### src/rtl/rx_lane_fifo_rr.sv
// rx_lane_fifo_rr: four per-lane receive FIFOs merged into one byte stream
// by a round-robin arbiter with a registered valid/ready output.
// Ports: clk_f, reset (sync, active-high); data_rx0..3/valid_rx0..3 lane
// words; ready_out/data_out/valid_out/lane_out merged output handshake;
// fifo_full/fifo_empty/overflow per-lane status for the link monitor.
module rx_lane_fifo_rr #(
  parameter int DATA_WIDTH = 8,
  parameter int DEPTH      = 4
) (
  input  logic                  clk_f,
  input  logic                  reset,
  input  logic [DATA_WIDTH-1:0] data_rx0,
  input  logic [DATA_WIDTH-1:0] data_rx1,
  input  logic [DATA_WIDTH-1:0] data_rx2,
  input  logic [DATA_WIDTH-1:0] data_rx3,
  input  logic                  valid_rx0,
  input  logic                  valid_rx1,
  input  logic                  valid_rx2,
  input  logic                  valid_rx3,
  input  logic                  ready_out,
  output logic [DATA_WIDTH-1:0] data_out,
  output logic                  valid_out,
  output logic [1:0]            lane_out,
  output logic [3:0]            fifo_full,
  output logic [3:0]            fifo_empty,
  output logic [3:0]            overflow
);
  localparam int AW = (DEPTH > 1) ? $clog2(DEPTH) : 1;
  localparam int CW = AW + 1;
  localparam logic [CW-1:0] FULL_CNT = CW'(DEPTH);

  typedef logic [DATA_WIDTH-1:0] word_t;

  word_t      din [4];
  logic [3:0] vin;

  assign din[0] = data_rx0;
  assign din[1] = data_rx1;
  assign din[2] = data_rx2;
  assign din[3] = data_rx3;
  assign vin    = {valid_rx3, valid_rx2, valid_rx1, valid_rx0};

  word_t         mem_q  [4][DEPTH];
  word_t         mem_d  [4][DEPTH];
  logic [AW-1:0] wptr_q [4];
  logic [AW-1:0] wptr_d [4];
  logic [AW-1:0] rptr_q [4];
  logic [AW-1:0] rptr_d [4];
  logic [CW-1:0] cnt_q  [4];
  logic [CW-1:0] cnt_d  [4];
  logic [3:0]    ovf_q, ovf_d;
  logic [1:0]    last_q, last_d;
  word_t         dout_q, dout_d;
  logic          vout_q, vout_d;
  logic [1:0]    lane_q, lane_d;

  logic [3:0] full, empty, push, pop;
  logic       load, found;
  logic [1:0] gnt, idx;

  for (genvar i = 0; i < 4; i++) begin : g_flag
    assign full[i]  = (cnt_q[i] == FULL_CNT);
    assign empty[i] = (cnt_q[i] == '0);
  end

  // Output register is free when empty or being consumed this edge.
  assign load = !vout_q || ready_out;
  // Full is taken from the start of the cycle, so a pop never frees room
  // for a same-cycle write.
  assign push = vin & ~full;

  // Search last+1 .. last+4 (the last one wraps back to last itself).
  always_comb begin
    found = 1'b0;
    gnt   = last_q;
    idx   = last_q;
    for (int k = 1; k <= 4; k++) begin
      idx = last_q + 2'(k);
      if (!found && !empty[idx]) begin
        found = 1'b1;
        gnt   = idx;
      end
    end
  end

  always_comb begin
    for (int i = 0; i < 4; i++) begin
      pop[i] = load && found && (gnt == 2'(i));
    end
  end

  always_comb begin
    mem_d  = mem_q;
    wptr_d = wptr_q;
    rptr_d = rptr_q;
    cnt_d  = cnt_q;
    ovf_d  = ovf_q | (vin & full);
    last_d = last_q;
    dout_d = dout_q;
    vout_d = vout_q;
    lane_d = lane_q;
    for (int i = 0; i < 4; i++) begin
      if (push[i]) begin
        mem_d[i][wptr_q[i]] = din[i];
        wptr_d[i] = wptr_q[i] + 1'b1;
      end
      if (pop[i]) begin
        rptr_d[i] = rptr_q[i] + 1'b1;
      end
      cnt_d[i] = cnt_q[i] + CW'(push[i]) - CW'(pop[i]);
    end
    if (load) begin
      if (found) begin
        dout_d = mem_q[gnt][rptr_q[gnt]];
        lane_d = gnt;
        vout_d = 1'b1;
        last_d = gnt;
      end else begin
        vout_d = 1'b0;
      end
    end
  end

  always_ff @(posedge clk_f) begin
    if (reset) begin
      for (int i = 0; i < 4; i++) begin
        wptr_q[i] <= '0;
        rptr_q[i] <= '0;
        cnt_q[i]  <= '0;
      end
      ovf_q  <= '0;
      last_q <= 2'd3;
      dout_q <= '0;
      vout_q <= 1'b0;
      lane_q <= '0;
    end else begin
      mem_q  <= mem_d;
      wptr_q <= wptr_d;
      rptr_q <= rptr_d;
      cnt_q  <= cnt_d;
      ovf_q  <= ovf_d;
      last_q <= last_d;
      dout_q <= dout_d;
      vout_q <= vout_d;
      lane_q <= lane_d;
    end
  end

  assign data_out   = dout_q;
  assign valid_out  = vout_q;
  assign lane_out   = lane_q;
  assign fifo_full  = full;
  assign fifo_empty = empty;
  assign overflow   = ovf_q;

endmodule
### config.mk
export PLATFORM = sky130hd
export DESIGN_NAME = rx_lane_fifo_rr
export DESIGN_NICKNAME = d
export VERILOG_FILES = /design/src/rtl/rx_lane_fifo_rr.sv
export SDC_FILE = /design/constraint.sdc
export NUM_CORES = 1
export LEC_CHECK = 0
export ABC_CLOCK_PERIOD_IN_PS = 4500
export CORE_UTILIZATION = 40
export CTS_CLUSTER_DIAMETER = 60
export CTS_CLUSTER_SIZE = 16
export DETAILED_ROUTE_END_ITERATION = 10
export PLACE_DENSITY = 0.69
export SYNTH_ARGS = -nofsm -noshare
export SYNTH_HDL_FRONTEND = slang
export SYNTH_SLANG_ARGS = --single-unit
### constraint.sdc
create_clock -name clk_f -period 4.5 [get_ports clk_f]
set_input_delay 0.9 -clock clk_f [delete_from_list [all_inputs] [get_ports clk_f]]
set_output_delay 0.9 -clock clk_f [all_outputs]
set_load 0.02 [all_outputs]
==> reports/qor.yml <==
run_status:
  status: "completed"
place:
  place_hpwl_mm: 11.0
  pre_cts_ws_ps: 888
  io_buffers: 61
  place_area_um2: 8170
  place_congestion: 0.820
  dp_cells: 801
worst_hold_path:
  holdPathStages: 2
  worstHoldPathType: "reg -> reg"
finish:
  num_antenna_cells: 0
  final_nets: 658
  multi_input_area_um2: 2420
  finalCoreUtilization_pct: 48.4
  layoutNonFillerInstCount: 833
  fin_area_um2: 8690
  fillerInstances: 1556
  area_delta_synth_final_pct: 18.4
  drive_gt1_share_pct: 10.1
  seq_area_um2: 4740
setup_path:
  crit_type: "reg -> reg"
  cpMaxStageDelayCell: "or3_4"
  cp.depth: 13
  worstPathArrival_ps: 3710
  cp_max_fo: 24
  setup.worst_path.start_class: "register"
  critPathMaxStageDelay_ps: 430
  path_cells: "or3_4 > a221oi_1 > o21ai_2 > buf_4 > nor3_1 > ha_1 > inv_1 > ha_1 > inv_1 > fa_1 > xor2_1 > xnor2_1 > nor2_1"
  crit_family: "simple AND/OR/NAND/NOR gates"
  critPathBufInv: 3
  end_kind: "register"
  cp.required_ps: 4790
  r2r_cells: 13
detailed_routing:
  vias_per_cell: 5.23
  ant_nets: 0
  drcViolationCount: 0
  dr.first_iter.drc_count: 282
  wire_per_inst_um: 18.2
  via_count: 4355
  wirelength_mm: 15.1
  firstDrtPassIters: 5
clock_tree:
  cts_tree: "built"
  ctsHoldBuffers: 0
  max-clock-path-buffers: 2
  htreeDepth: 4
  clk_latency_ps: 440
  clock-sinks: 173
  root_buffer: "clkbuf_16"
  post_cts_buffers: 0
  ctsResizeCount: 0
  clk_pin_slew_worst_paths_ps: 70
  cts_buffers: 17
pwr:
  power_density_nw_per_um2: 642
  power_mw: 5.59
  ir_worst_vdd_v: 0.000532
  leakagePower_nw: 3.04
synthesis:
  synth_edf_count: 128
  synth.distinct_cells: 46
  avgSynthCellArea_um2: 13.9
  synth_seq_area_share_pct: 64.6
  synth_area_um2: 7340
  syn-num-nets: 595
  async_flop_share_pct: 0
  synthesis.instances: 528
  yosys_warnings: 0
  ys.flop_type: "edfxtp_1"
  synth_seq_cells: 173
timing:
  fin_ws_ps: 1080
  skew_ps: 11.0
  rsz0062_at_grt: "no"
  max_freq_ghz: 0.292
  worstMarginPinSlew_ps: 974
  tns_ps: 0
  hold_ws_ps: 473
  setup_viol: 0
  finalHoldViolCount: 0
  post-route-period-util_pct: 76.0
  finalMaxSlewViolations: 0
  slew_headroom_pct: 34.9
  finalCriticalPeriod_ps: 3420
floorplanning:
  num_rows: 49
  die-width_um: 138
  ios: 62
  start_util_pct: 40.9
  dieArea_um2: 18900
  dieHeight_um: 138
  core_area_um2: 18000
grt:
  grt_usage_pct: 17.2
  grt_max_degree: 52
  grt-ovfl-total: 0
  antenna_found_initial: 0
  grt_pass1_vias: 4426
  grt_pass1_wl_mm: 23.2
job:
  drv_cap: 0
## cell usage after synthesis, types with 5 or more instances
library cell    n  share of area (%)
o211ai_1        7               0.72
clkbuf_1       12               0.61
ha_1           24                4.1
nor2_1         41                2.1
inv_1          22                1.1
mux2_2         14                2.1
a21oi_1         7               0.48
a41o_1          7               0.95
xor2_1          5               0.60
nor3_1          8               0.55
nand2b_1        6               0.51
mux2i_1        42                5.7
nor3b_1        12                1.2
nor2b_1         6               0.51
xnor2_1        15                1.8
o2111ai_1      21                2.5
dfxtp_1        45                 12
nand2_1        52                2.7
edfxtp_1      128                 52
and2_1         16                1.4
## where the power goes
| part | internal (mW) | switching, mW |
|---|---|---|
| logic | 0.882 | 1.32 |
| clock network | 0.707 | 0.612 |
| registers | 1.92 | 0.145 |
| total | 3.50 | 2.08 |
## layer usage
metal / up-vias / global-route usage, % / share of wire (%)
met1: 2152 / 21.3 / 44
li1: 2059 / - / -
met5: - / 0 / 0
met4: 0 / 7.26 / 1.9
met3: 21 / 4.67 / 5.2
met2: 123 / 28.1 / 49
## layout make-up
class                   count  share of cell area (%)
repair buffers             64                    7.23
clock buffers              20                    5.02
multi-input cells         312                    27.8
flip-flops and latches    173                    54.6
well taps                 229                    3.30
inverters                  23                    1.01
clock inverters            12                    1.02
## cell families after synthesis
logic type	synth area share, %
adder cells (fa/ha/maj)	5.18
buffers and inverters	2.49
multiplexers	8.48
XOR/XNOR	2.39
flip-flops	64.6
AO/OA/AOI/OAI	7.10
AND/OR/NAND/NOR	9.76
## placed cells by master, fill, tap and decap left out, types with 8 or more instances in the layout
| master | Yosys | routed |
|---|---|---|
| and2_1 | 16 | 16 |
| clkbuf_16 | 0 | 17 |
| clkdlybuf4s50_1 | 0 | 60 |
| dfxtp_1 | 45 | 45 |
| edfxtp_1 | 128 | 128 |
| ha_1 | 24 | 24 |
| inv_1 | 22 | 22 |
| mux2_2 | 14 | 14 |
| mux2i_1 | 42 | 42 |
| nand2_1 | 52 | 52 |
| nor2_1 | 41 | 41 |
| nor3_1 | 8 | 8 |
| nor3b_1 | 12 | 12 |
| o2111ai_1 | 21 | 21 |
| xnor2_1 | 15 | 15 |
## state kept, by name, indices dropped and copies added (netlist names)
signal	cells
rptr_q	8
lane_out	2
overflow	4
wptr_q	8
valid_out	1
last_q	2
mem_q	128
cnt_q	12
data_out	8
## worst reg2reg max path: cells and delay by family, from the launching register on
kind / cells / cell delay [ps]
and+or+nand+nor: 3 / 870
adders and majority gates: 3 / 820
AOI/OAI and AO/OA: 2 / 560
xor gates and xnor gates: 2 / 360
buffers and inverters: 3 / 340
DFF: 1 / 330
## final timing paths
path | slack (ps) | start | end
worst min-delay path | 470 | overflow[3] | overflow[3]
worst max register to register | 1080 | cnt_q[8] | cnt_q[5]
worst max-delay path | 1080 | cnt_q[8] | cnt_q[5]
worst min register to register | 470 | overflow[3] | overflow[3]
Power figures use the tool's default switching activity.
